==> config.mk <==
export PLATFORM = sky130hd
export DESIGN_NAME = mul_div_unit
export DESIGN_NICKNAME = d
export VERILOG_FILES = /design/src/rtl/md_pkg.sv /design/src/rtl/md_sign_fix.sv /design/src/rtl/mul_div_unit.sv
export SDC_FILE = /design/constraint.sdc
export NUM_CORES = 1
export LEC_CHECK = 0
export ABC_CLOCK_PERIOD_IN_PS = 4500
export CAP_MARGIN = 10
export CORE_MARGIN = 4
export CORE_UTILIZATION = 45
export CTS_CLUSTER_SIZE = 16
export DETAILED_ROUTE_END_ITERATION = 8
export PLACE_DENSITY = 0.75
export REMOVE_ABC_BUFFERS = 1
export SLEW_MARGIN = 10
export SYNTH_ARGS = -nofsm -noshare
export SYNTH_HDL_FRONTEND = slang
export SYNTH_HIERARCHICAL = 1
export SYNTH_SLANG_ARGS = --single-unit
export TNS_END_PERCENT = 1
==> constraint.sdc <==
create_clock -name clk -period 4.5 [get_ports clk]
set_input_delay 0.675 -clock clk [delete_from_list [all_inputs] [get_ports clk]]
set_output_delay 0.675 -clock clk [all_outputs]
set_load 0.005 [all_outputs]
==> src/rtl/md_pkg.sv <==
// Shared definitions for the iterative multiply/divide unit: operation
// encodings, FSM state type, and datapath sizing constants.
package md_pkg;

  localparam int MD_WIDTH = 32;  // operand / HI / LO width
  localparam int MD_ITER  = 32;  // iterations per operation, equal to width

  // MDOp encodings; 3'b110 and 3'b111 are no-ops
  localparam logic [2:0] MD_MULT  = 3'b000;
  localparam logic [2:0] MD_MULTU = 3'b001;
  localparam logic [2:0] MD_DIV   = 3'b010;
  localparam logic [2:0] MD_DIVU  = 3'b011;
  localparam logic [2:0] MD_MTHI  = 3'b100;
  localparam logic [2:0] MD_MTLO  = 3'b101;

  typedef enum logic {
    IDLE = 1'b0,
    RUN  = 1'b1
  } md_state_e;

endpackage

==> src/rtl/md_sign_fix.sv <==
// Sign handling shared by multiply and divide.
// Entry side: magnitudes of both operands plus their sign bits (signs are
// forced to 0 for unsigned operations).
// Exit side: conditional two's-complement of the full 2W-bit product, and
// independent conditional negation of the upper half (remainder) and lower
// half (quotient) of the same word.
//   a_i, b_i, signed_i      : raw operands and signed-operation flag
//   abs_a_o, abs_b_o        : operand magnitudes
//   neg_a_o, neg_b_o        : operand is negative (signed ops only)
//   wide_i, neg_wide_i      : raw 2W-bit result and its negate request
//   wide_o                  : sign-corrected product
//   neg_hi_i, hi_o          : remainder (upper half) negate request / result
//   neg_lo_i, lo_o          : quotient (lower half) negate request / result
module md_sign_fix #(
  parameter int W = 32
) (
  input  logic [W-1:0]   a_i,
  input  logic [W-1:0]   b_i,
  input  logic           signed_i,
  output logic [W-1:0]   abs_a_o,
  output logic [W-1:0]   abs_b_o,
  output logic           neg_a_o,
  output logic           neg_b_o,
  input  logic [2*W-1:0] wide_i,
  input  logic           neg_wide_i,
  output logic [2*W-1:0] wide_o,
  input  logic           neg_hi_i,
  output logic [W-1:0]   hi_o,
  input  logic           neg_lo_i,
  output logic [W-1:0]   lo_o
);

  // Operand magnitudes; the most negative value maps onto itself, which is
  // its correct unsigned magnitude.
  always_comb begin
    neg_a_o = signed_i & a_i[W-1];
    neg_b_o = signed_i & b_i[W-1];
    abs_a_o = neg_a_o ? -a_i : a_i;
    abs_b_o = neg_b_o ? -b_i : b_i;
  end

  // Result sign correction.
  always_comb begin
    wide_o = neg_wide_i ? -wide_i : wide_i;
    hi_o   = neg_hi_i ? -wide_i[2*W-1:W] : wide_i[2*W-1:W];
    lo_o   = neg_lo_i ? -wide_i[W-1:0] : wide_i[W-1:0];
  end

endmodule

==> src/rtl/mul_div_unit.sv <==
// Iterative multiply/divide unit with architectural HI/LO registers.
// MULT/MULTU/DIV/DIVU run one radix-2 step per cycle for ITER cycles on
// operand magnitudes; the sign is fixed up on the completing edge. MTHI/MTLO
// write HI/LO directly from SrcA without going busy.
//   clk, rst   : clock, synchronous active-high reset
//   Start      : request, only honoured while Busy=0
//   MDOp       : operation select (see md_pkg)
//   SrcA, SrcB : rs / rt operands
//   Busy       : operation in flight (stall request)
//   HI, LO     : architectural HI / LO registers
module mul_div_unit
  import md_pkg::*;
#(
  parameter int WIDTH = MD_WIDTH,
  parameter int ITER  = MD_ITER
) (
  input  logic             clk,
  input  logic             rst,
  input  logic             Start,
  input  logic [2:0]       MDOp,
  input  logic [WIDTH-1:0] SrcA,
  input  logic [WIDTH-1:0] SrcB,
  output logic             Busy,
  output logic [WIDTH-1:0] HI,
  output logic [WIDTH-1:0] LO
);

  localparam int               CNT_W     = $clog2(ITER);
  localparam logic [CNT_W-1:0] LAST_STEP = CNT_W'(ITER - 1);

  md_state_e        state_q;
  logic [CNT_W-1:0] cnt_q;
  logic             busy_q;
  logic             is_mul_q;
  logic             neg_res_q;   // product / quotient needs negation
  logic             neg_rem_q;   // remainder follows the dividend sign
  logic             div_zero_q;
  logic [WIDTH-1:0] operand_q;   // multiplicand or divisor magnitude
  logic [WIDTH-1:0] work_hi_q;   // product high half / partial remainder
  logic [WIDTH-1:0] work_lo_q;   // multiplier bits / dividend-quotient bits
  logic [WIDTH-1:0] raw_a_q;     // unmodified SrcA for divide-by-zero HI
  logic [WIDTH-1:0] hi_q;
  logic [WIDTH-1:0] lo_q;

  logic               op_signed_s;
  logic [WIDTH-1:0]   abs_a_s;
  logic [WIDTH-1:0]   abs_b_s;
  logic               neg_a_s;
  logic               neg_b_s;
  logic [WIDTH:0]     mul_sum_s;
  logic [WIDTH:0]     div_sh_s;
  logic [WIDTH-1:0]   step_hi_d;
  logic [WIDTH-1:0]   step_lo_d;
  logic [2*WIDTH-1:0] fix_wide_s;
  logic [WIDTH-1:0]   fix_hi_s;
  logic [WIDTH-1:0]   fix_lo_s;

  assign op_signed_s = (MDOp == MD_MULT) || (MDOp == MD_DIV);

  md_sign_fix #(.W(WIDTH)) u_sign_fix (
    .a_i        (SrcA),
    .b_i        (SrcB),
    .signed_i   (op_signed_s),
    .abs_a_o    (abs_a_s),
    .abs_b_o    (abs_b_s),
    .neg_a_o    (neg_a_s),
    .neg_b_o    (neg_b_s),
    .wide_i     ({step_hi_d, step_lo_d}),
    .neg_wide_i (neg_res_q),
    .wide_o     (fix_wide_s),
    .neg_hi_i   (neg_rem_q),
    .hi_o       (fix_hi_s),
    .neg_lo_i   (neg_res_q),
    .lo_o       (fix_lo_s)
  );

  // One iteration step. Multiply: add multiplicand when the current
  // multiplier bit is set, then shift the 2W-bit accumulator right.
  // Divide: shift the next dividend bit into the remainder and subtract the
  // divisor when it fits (the W-bit subtraction is exact in that case).
  // A zero divisor always "fits", giving an all-ones quotient.
  always_comb begin
    mul_sum_s = {1'b0, work_hi_q} + (work_lo_q[0] ? {1'b0, operand_q} : {(WIDTH+1){1'b0}});
    div_sh_s  = {work_hi_q, work_lo_q[WIDTH-1]};
    if (is_mul_q) begin
      step_hi_d = mul_sum_s[WIDTH:1];
      step_lo_d = {mul_sum_s[0], work_lo_q[WIDTH-1:1]};
    end else if (div_sh_s >= {1'b0, operand_q}) begin
      step_hi_d = div_sh_s[WIDTH-1:0] - operand_q;
      step_lo_d = {work_lo_q[WIDTH-2:0], 1'b1};
    end else begin
      step_hi_d = div_sh_s[WIDTH-1:0];
      step_lo_d = {work_lo_q[WIDTH-2:0], 1'b0};
    end
  end

  // Control FSM, operand latch, iteration registers and HI/LO.
  always_ff @(posedge clk) begin
    if (rst) begin
      state_q    <= IDLE;
      cnt_q      <= '0;
      busy_q     <= 1'b0;
      is_mul_q   <= 1'b0;
      neg_res_q  <= 1'b0;
      neg_rem_q  <= 1'b0;
      div_zero_q <= 1'b0;
      operand_q  <= '0;
      work_hi_q  <= '0;
      work_lo_q  <= '0;
      raw_a_q    <= '0;
      hi_q       <= '0;
      lo_q       <= '0;
    end else begin
      case (state_q)
        IDLE: begin
          if (Start) begin
            case (MDOp)
              MD_MTHI: hi_q <= SrcA;
              MD_MTLO: lo_q <= SrcA;
              MD_MULT, MD_MULTU, MD_DIV, MD_DIVU: begin
                // MDOp[1] distinguishes divide from multiply
                is_mul_q   <= ~MDOp[1];
                operand_q  <= MDOp[1] ? abs_b_s : abs_a_s;
                work_lo_q  <= MDOp[1] ? abs_a_s : abs_b_s;
                work_hi_q  <= '0;
                neg_res_q  <= neg_a_s ^ neg_b_s;
                neg_rem_q  <= neg_a_s;
                div_zero_q <= (SrcB == {WIDTH{1'b0}});
                raw_a_q    <= SrcA;
                cnt_q      <= '0;
                busy_q     <= 1'b1;
                state_q    <= RUN;
              end
              default: ;
            endcase
          end
        end
        RUN: begin
          work_hi_q <= step_hi_d;
          work_lo_q <= step_lo_d;
          cnt_q     <= cnt_q + CNT_W'(1);
          if (cnt_q == LAST_STEP) begin
            busy_q  <= 1'b0;
            state_q <= IDLE;
            if (is_mul_q) begin
              {hi_q, lo_q} <= fix_wide_s;
            end else if (div_zero_q) begin
              hi_q <= raw_a_q;
              lo_q <= '1;
            end else begin
              hi_q <= fix_hi_s;
              lo_q <= fix_lo_s;
            end
          end
        end
        default: begin
          state_q <= IDLE;
          busy_q  <= 1'b0;
        end
      endcase
    end
  end

  assign Busy = busy_q;
  assign HI   = hi_q;
  assign LO   = lo_q;

endmodule

After elaboration in Yosys (flattened, before gate mapping)
Cells that the tools add are included.
- bits in registers: 203
- bits of input ports: 70
- logic and storage cells: 88
- output and inout port bits: 65
- bitwise operators: 5
- order comparisons: 1
- mux-type cells: 41
- reductions and logical operators: 9
- equality and inequality tests: 11
- add/sub/neg operators: 8
- operators by type and width (operator ; number):
    2-to-1 mux 32 bit ; 24
    one-hot mux 32 bit (2 select lines) ; 4
    negator 32 bit ; 4
    2-to-1 mux 64 bit ; 1
    negator 64 bit ; 1
    adder 32 x 32 -> 33 bit ; 1
    >= comparator 33 x 32 -> 1 bit ; 1
    zero test 32 bit ; 1
    subtractor 32 bit ; 1
    AND reduction 3 bit ; 4
    2-to-1 mux 5 bit ; 2
    one-hot mux 5 bit (2 select lines) ; 1
    inequality test 2 x 1 -> 1 bit, second input constant ; 4
    2-to-1 mux 1 bit ; 7
    == test 3 x 2 -> 1 bit, second input constant ; 2
    == test 3 bit, second input constant ; 2
    adder 5 x 1 -> 5 bit, second input constant ; 1
    == test 5 bit, second input constant ; 1
    one-hot mux 1 bit (2 select lines) ; 2
    OR reduction 4 bit ; 1
    == test 3 x 1 -> 1 bit, second input constant ; 1
    zero test 3 bit ; 1
    bitwise AND 1 bit ; 2
    inequality test 2 bit, second input constant ; 1
    4 further kinds ; 5

Longest topological paths before layout
- word-level depth: 9
- mapped depth: 24
- depth with buffers taken out: 21

Cells and area by module
The synthesis kept the hierarchy.
- modules (own cells, without submodules) (module ; sequential area each (µm²) ; cells an instance ; times used ; area each (µm²)):
    mul_div_unit ; 4063.9 ; 1872 ; 1 ; 14735.4
    md_sign_fix ; 0.0 ; 591 ; 1 ; 3878.7

Worst setup path after synthesis
Ideal clock, no wire load.
- path kind: register to register
- start point: reg work_lo_q[0]
- end point: reg hi_q[29] (netlist: HI[29])
- library setup time: 86 ps
- arrival time: 4864 ps
- stages on the path, launching flop included: 22
- clock period less this slack: 4949 ps
- setup slack: -449 ps
- buffers on the path: 2
- required time: 4414 ps
- cell sequence: dfxtp_1 -> clkbuf_1 -> and2_1 -> ha_1 -> clkbuf_1 -> a211oi_1 -> o21ai_0 -> a221o_1 -> nor4_2 -> o21bai_1 -> a21oi_1 -> xor2_1 -> a22oi_1 -> or3_1 -> or4_1 -> or4_4 -> o21ai_0 -> xnor2_1 -> mux2i_1 -> o21ai_0 -> mux2i_1 -> a211oi_1
- longest elaborated chain between the ends: 9
- elaborated cells between the ends (all ways): 12
- those cells by class: add/sub: 3; mux: 9
- RTL lines (item ; RTL line ; text):
    start: declaration ; mul_div_unit.sv:40 ; logic [WIDTH-1:0] work_lo_q;
    start signal: assignment ; mul_div_unit.sv:124 ; work_lo_q <= MDOp[1] ? abs_a_s : abs_b_s;
    start signal: assignment ; mul_div_unit.sv:140 ; work_lo_q <= step_lo_d;
    2-to-1 mux 32 bit ; mul_div_unit.sv:83 ; mul_sum_s = {1'b0, work_hi_q} + (work_lo_q[0] ? {1'b0, operand_q} : {(WIDTH+1){1'b0}});
    adder 32 x 32 -> 33 bit ; mul_div_unit.sv:83 ;
    2-to-1 mux 32 bit ; mul_div_unit.sv:85 ; if (is_mul_q) begin
    via step_hi_d[24] ; mul_div_unit.sv:52 ; logic [WIDTH-1:0] step_hi_d;
    negator 32 bit ; md_sign_fix.sv:45 ; hi_o = neg_hi_i ? -wide_i[2*W-1:W] : wide_i[2*W-1:W];
    2-to-1 mux 32 bit ; md_sign_fix.sv:45 ;
    via fix_hi_s[29] ; mul_div_unit.sv:55 ; logic [WIDTH-1:0] fix_hi_s;
    2-to-1 mux 32 bit ; mul_div_unit.sv:147 ; end else if (div_zero_q) begin
    2-to-1 mux 32 bit ; mul_div_unit.sv:145 ; if (is_mul_q) begin
    2-to-1 mux 32 bit ; mul_div_unit.sv:142 ; if (cnt_q == LAST_STEP) begin
    one-hot mux 32 bit (2 select lines) ; mul_div_unit.sv:114 ; case (state_q)
    end signal: assignment ; mul_div_unit.sv:118 ; MD_MTHI: hi_q <= SrcA;
    end signal: assignment ; mul_div_unit.sv:146 ; {hi_q, lo_q} <= fix_wide_s;
    end signal: assignment ; mul_div_unit.sv:148 ; hi_q <= raw_a_q;
    end: declaration ; mul_div_unit.sv:42 ; logic [WIDTH-1:0] hi_q;
The timed path passes the listed nets, and every way through them passes these cells. The select of a mux whose other input is x is not followed.
A chain may end at the register's enable or synchronous reset.

Final worst setup path
- start point: reg operand_q[14]
- end point: reg hi_q[29] (netlist: HI[29])
- elaborated cells between the ends (all ways): 16
- those cells by class: add/sub: 4; order compare: 1; mux: 11
- RTL lines (item ; RTL line ; text):
    start: declaration ; mul_div_unit.sv:38 ; logic [WIDTH-1:0] operand_q;
    start signal: assignment ; mul_div_unit.sv:123 ; operand_q <= MDOp[1] ? abs_b_s : abs_a_s;
    >= comparator 33 x 32 -> 1 bit ; mul_div_unit.sv:88 ; end else if (div_sh_s >= {1'b0, operand_q}) begin
    2-to-1 mux 32 bit ; mul_div_unit.sv:88 ;
    2-to-1 mux 32 bit ; mul_div_unit.sv:85 ;
    via step_hi_d[2] ; mul_div_unit.sv:52 ;
    negator 64 bit ; md_sign_fix.sv:44 ; wide_o = neg_wide_i ? -wide_i : wide_i;
    2-to-1 mux 64 bit ; md_sign_fix.sv:44 ;
    via fix_wide_s[61] ; mul_div_unit.sv:54 ; logic [2*WIDTH-1:0] fix_wide_s;
    2-to-1 mux 32 bit ; mul_div_unit.sv:145 ;
    2-to-1 mux 32 bit ; mul_div_unit.sv:142 ;
    one-hot mux 32 bit (2 select lines) ; mul_div_unit.sv:114 ;
The timed path passes the listed nets, and every way through them passes these cells. The select of a mux whose other input is x is not followed.

==> qor.log <==
[outcome] violated checks setup timing
[clock_network] number of clock buffers inserted by TritonCTS 24
[drt] overall via count from detail_route 21,140
[outcome] result of the run finished with violations
[clock_network] Max clock buf depth 3
[global_route] wire length of the first global-routing pass 115,000 um
[clock_network] sink count of the clock tree 203
[worst_setup_path] R2R Path Start operand_q[14]$_SDFFE_PP0P_
[die] placeable core area 40,830 um2
[final_layout] net count reported at finish 3,058
[synth] number of enable flip-flop cells after synthesis 0
[worst_setup_path] capture point of the worst reg-to-reg path HI[29]$_SDFFE_PP0P_
[drt] drt first-iter violations 1,971
[sta] worst-case clock skew 9.354 ps
[drt] detailed-router iteration count before antenna repair 6
[sta] min setup slack post-route -430.4 ps
[drt] DRC 0
[worst_hold_path] startpoint of the tightest hold check path raw_a_q[13]$_SDFFE_PP0P_
[placement] count of buffers inserted at the top-level ports 134
[synth] fraction of the mapped netlist area in adder cells 4.920%
[clock_network] TritonCTS clock tree yes
[die] number of top-level pins 135
[sta] setup TNS -10,380 ps
[synth] synthesis-stage register bit count 203
[worst_setup_path] Worst Path Max Fanout 6
[worst_setup_path] data arrival time at the worst-slack endpoint 5400 ps
[drt] Final Routed Wirelength 74,530 um
[drt] wire length per cell after detailed routing 21.49 um
[worst_setup_path] category of the worst setup path capture point flop
[die] Vert. Die Dim 211.4 um
[synth] multiplexer share of the synthesized area 10.34%
[synth] dominant cell type by area after synthesis dfxtp_1
[power_and_ir_drop] Worst VDD drop 0.0002532 V
[sta] slew of the pin with the lowest slew margin 1151 ps
[synth] simple-gate share of the synthesized area 21.27%
[job] # Max-Cap Violations 0
[clock_network] Clk pin slew, worst setup/hold paths 60 ps
[synth] post-synth design cell area 18,610 um2
[synth] main flop type after synthesis dfxtp_1
[power_and_ir_drop] Power Density 399.6 nW/um2
[final_layout] filler-free cell count of the finished design 3,468
[die] area enclosed by the die boundary 44,680 um2
[sta] final setup violation count 41
[synth] top-area cell type share of the netlist area 21.83%
[placement] post-detailed-placement half-perimeter wirelength 56,630 um
[sta] time the worst path needs with I/O delays and setup 4930 ps
[worst_hold_path] Min-Delay Endpoint raw_a_q[13]$_SDFFE_PP0P_
[sta] unrepaired setup endpoints after global routing yes
[synth] largest cells by area after synthesis dfxtp_1 22%, xnor2_1 8.9%, mux2i_1 8.4%
[sta] crit share post-route 109.6%
[die] cell row count 74
[worst_setup_path] kind of critical path flop to flop
[final_layout] fraction of final layout cells sized beyond drive strength 1 24.68%
[synth] synthesized instance count 2,463
[placement] placed instance count 3,404
[clock_network] level count of the clock H-tree 1
[synth] fraction of registers with async set/reset 0%
[worst_hold_path] class of the most critical hold timing path flop to flop
[final_layout] area growth from synthesis to layout 34.79%
[synth] number of distinct library cell variants in the gate-level netlist after synthesis 102
[final_layout] leading cell types in the layout, fill and taps excluded 463 x buf_4, 254 x nand2_1, 244 x nor2_1
[placement] final estimated routing congestion in global placement 0.9923
[worst_setup_path] Critical Path RT 4970 ps
[drt] via density per instance 6.095
[clock_network] clock latency on the worst-skew pair 550 ps
[worst_setup_path] launching element type of the critical path flop
[worst_hold_path] number of cells on the worst hold path 2
[clock_network] CTS root buffer clkbuf_16
[worst_setup_path] number of cell instances on the worst register-to-register path 24
[synth] largest family of logic cells by synthesized area compound AO/OA/AOI/OAI gates
[synth] synthesized-area fraction occupied by xor and xnor cells 10.68%
[sta] Slew headroom 23.29%
[sta] hold_ws 458.9 ps
[worst_setup_path] Worst R2R Setup Slack -430 ps
[final_layout] most frequent standard cell in the layout excluding fill and tap cells buf_4
[sta] FMAX 202.8 MHz
[synth] Synth Area in Compound Gates 25.50%
[global_route] vias in the first global route 20,220
[synth] register area share after synthesis 21.83%
[global_route] largest net degree at the start of global routing 113
[die] floorplan die width 211.4 um
[global_route] initial antenna violation count 1
[drt] antenna viol nets, final 0
[power_and_ir_drop] Leak Pwr 10.01 nW
[global_route] grt total ovfl 0
[sta] max-slew violations 0
[die] starting density of the core 45.59%
[power_and_ir_drop] overall power of the completed layout 0.01002 W
[global_route] overall fraction of global-route tracks in use 31.89%
[synth] Avg Inst Size Synth 7.557 um2
[sta] hold violation total from the final report 0
[synth] Ys Warns 6
-- layer usage --
layer	share of wire, %	track usage, %
met1	43	44.44
met2	45	51.69
met3	7.6	3.171
met4	3.9	11.24
met5	0	0
-- critical path: stages, from the launching register on --
cell	delay [ps]
dfxtp_1	320
inv_1	80
ha_1	330
buf_4	180
a21o_1	200
a21oi_2	150
o32a_2	190
a31oi_4	100
o21ai_2	220
nand2_4	110
buf_4	190
o211ai_1	360
nand2_1	130
or4_1	540
buf_4	190
nor4_2	260
nand4_2	120
buf_4	190
buf_4	140
o31ai_4	210
xnor2_1	140
nand2_1	70
o21ai_1	90
mux2i_1	100
a211oi_2	220
-- stage by stage --
step	worst slack (ps)	util [%]	instance area [um2]
final	-430.4	61.45	25090
after global routing	-643.1	61.43	25080
after CTS	-357.2	60.26	24610
after detailed placement	-811.5	57.22	23360
after global placement	-716.0	57.22	23360
after floorplan	-3514	-	17850
-- sequential cells by signal (all words and copies together) (netlist names) --
register / count
div_zero_q: 1
state_q: 1
HI: 32
neg_res_q: 1
LO: 32
operand_q: 32
Busy: 1
cnt_q: 5
is_mul_q: 1
raw_a_q: 32
work_lo_q: 32
neg_rem_q: 1
work_hi_q: 32
-- final cells by class --
cell class              instances  area [um2]
fillers                      3539       15740
multi-input cells            2017       14340
repair buffers                604        4942
flip-flops and latches        203        4084
clock buffers                  36       726.9
well taps                     532       665.6
inverters                      66       247.7
clock inverters                 8       75.07
diodes                          2       5.005
-- where the power goes --
part	internal, W	switching, W
Clock	0.00117	0.000841
Sequential	0.00189	0.0000798
Combinational	0.00280	0.00324
-- cell families after synthesis --
logic type | after synthesis
AOI/OAI and AO/OA | 705
xor gates and xnor gates | 227
adders and majority gates | 72
buffers and inverters | 243
DFF | 203
muxes | 188
and+or+nand+nor | 825
-- cells in the mapped netlist (18+ instances only) --
| cell | count |
|---|---|
| mux2_2 | 31 |
| nand2_1 | 257 |
| nor3_1 | 62 |
| a21oi_1 | 130 |
| nand3_1 | 37 |
| or3_1 | 27 |
| and2_1 | 42 |
| xnor2_1 | 189 |
| mux2i_1 | 156 |
| inv_1 | 65 |
| and3_1 | 18 |
| nor2_1 | 247 |
| dfxtp_1 | 203 |
| xor2_1 | 38 |
| a211oi_1 | 115 |
| o31ai_1 | 34 |
| clkbuf_1 | 132 |
| a31oi_1 | 18 |
| nor4_1 | 21 |
| o21ai_1 | 19 |
| nand4_1 | 20 |
| a221oi_1 | 32 |
| a2bb2oi_1 | 39 |
| o21ai_0 | 168 |
| ha_1 | 70 |
| a21o_1 | 28 |
| nand2b_1 | 18 |
-- worst max path at each step --
stage	from	slack, ps	end
after floorplan	is_mul_q$_SDFFE_PP0P_	-3510	HI[29]$_SDFFE_PP0P_
after global placement	work_lo_q[0]$_SDFFE_PP0P_	-720	HI[29]$_SDFFE_PP0P_
after detailed placement	work_lo_q[0]$_SDFFE_PP0P_	-810	HI[27]$_SDFFE_PP0P_
after CTS	operand_q[8]$_SDFFE_PP0P_	-360	HI[29]$_SDFFE_PP0P_
after global routing	operand_q[21]$_SDFFE_PP0P_	-640	HI[29]$_SDFFE_PP0P_
final	operand_q[14]$_SDFFE_PP0P_	-430	HI[29]$_SDFFE_PP0P_
-- what timing repair did --
action,4_1_cts,5_1_grt
resized for setup,93,108
hold buffers,0,0
setup buffers,9,9
endpoints found under the setup margin,50,55
hold endpoints to repair,0,0
pin swaps,35,43
(Power assumes the default switching activity.)
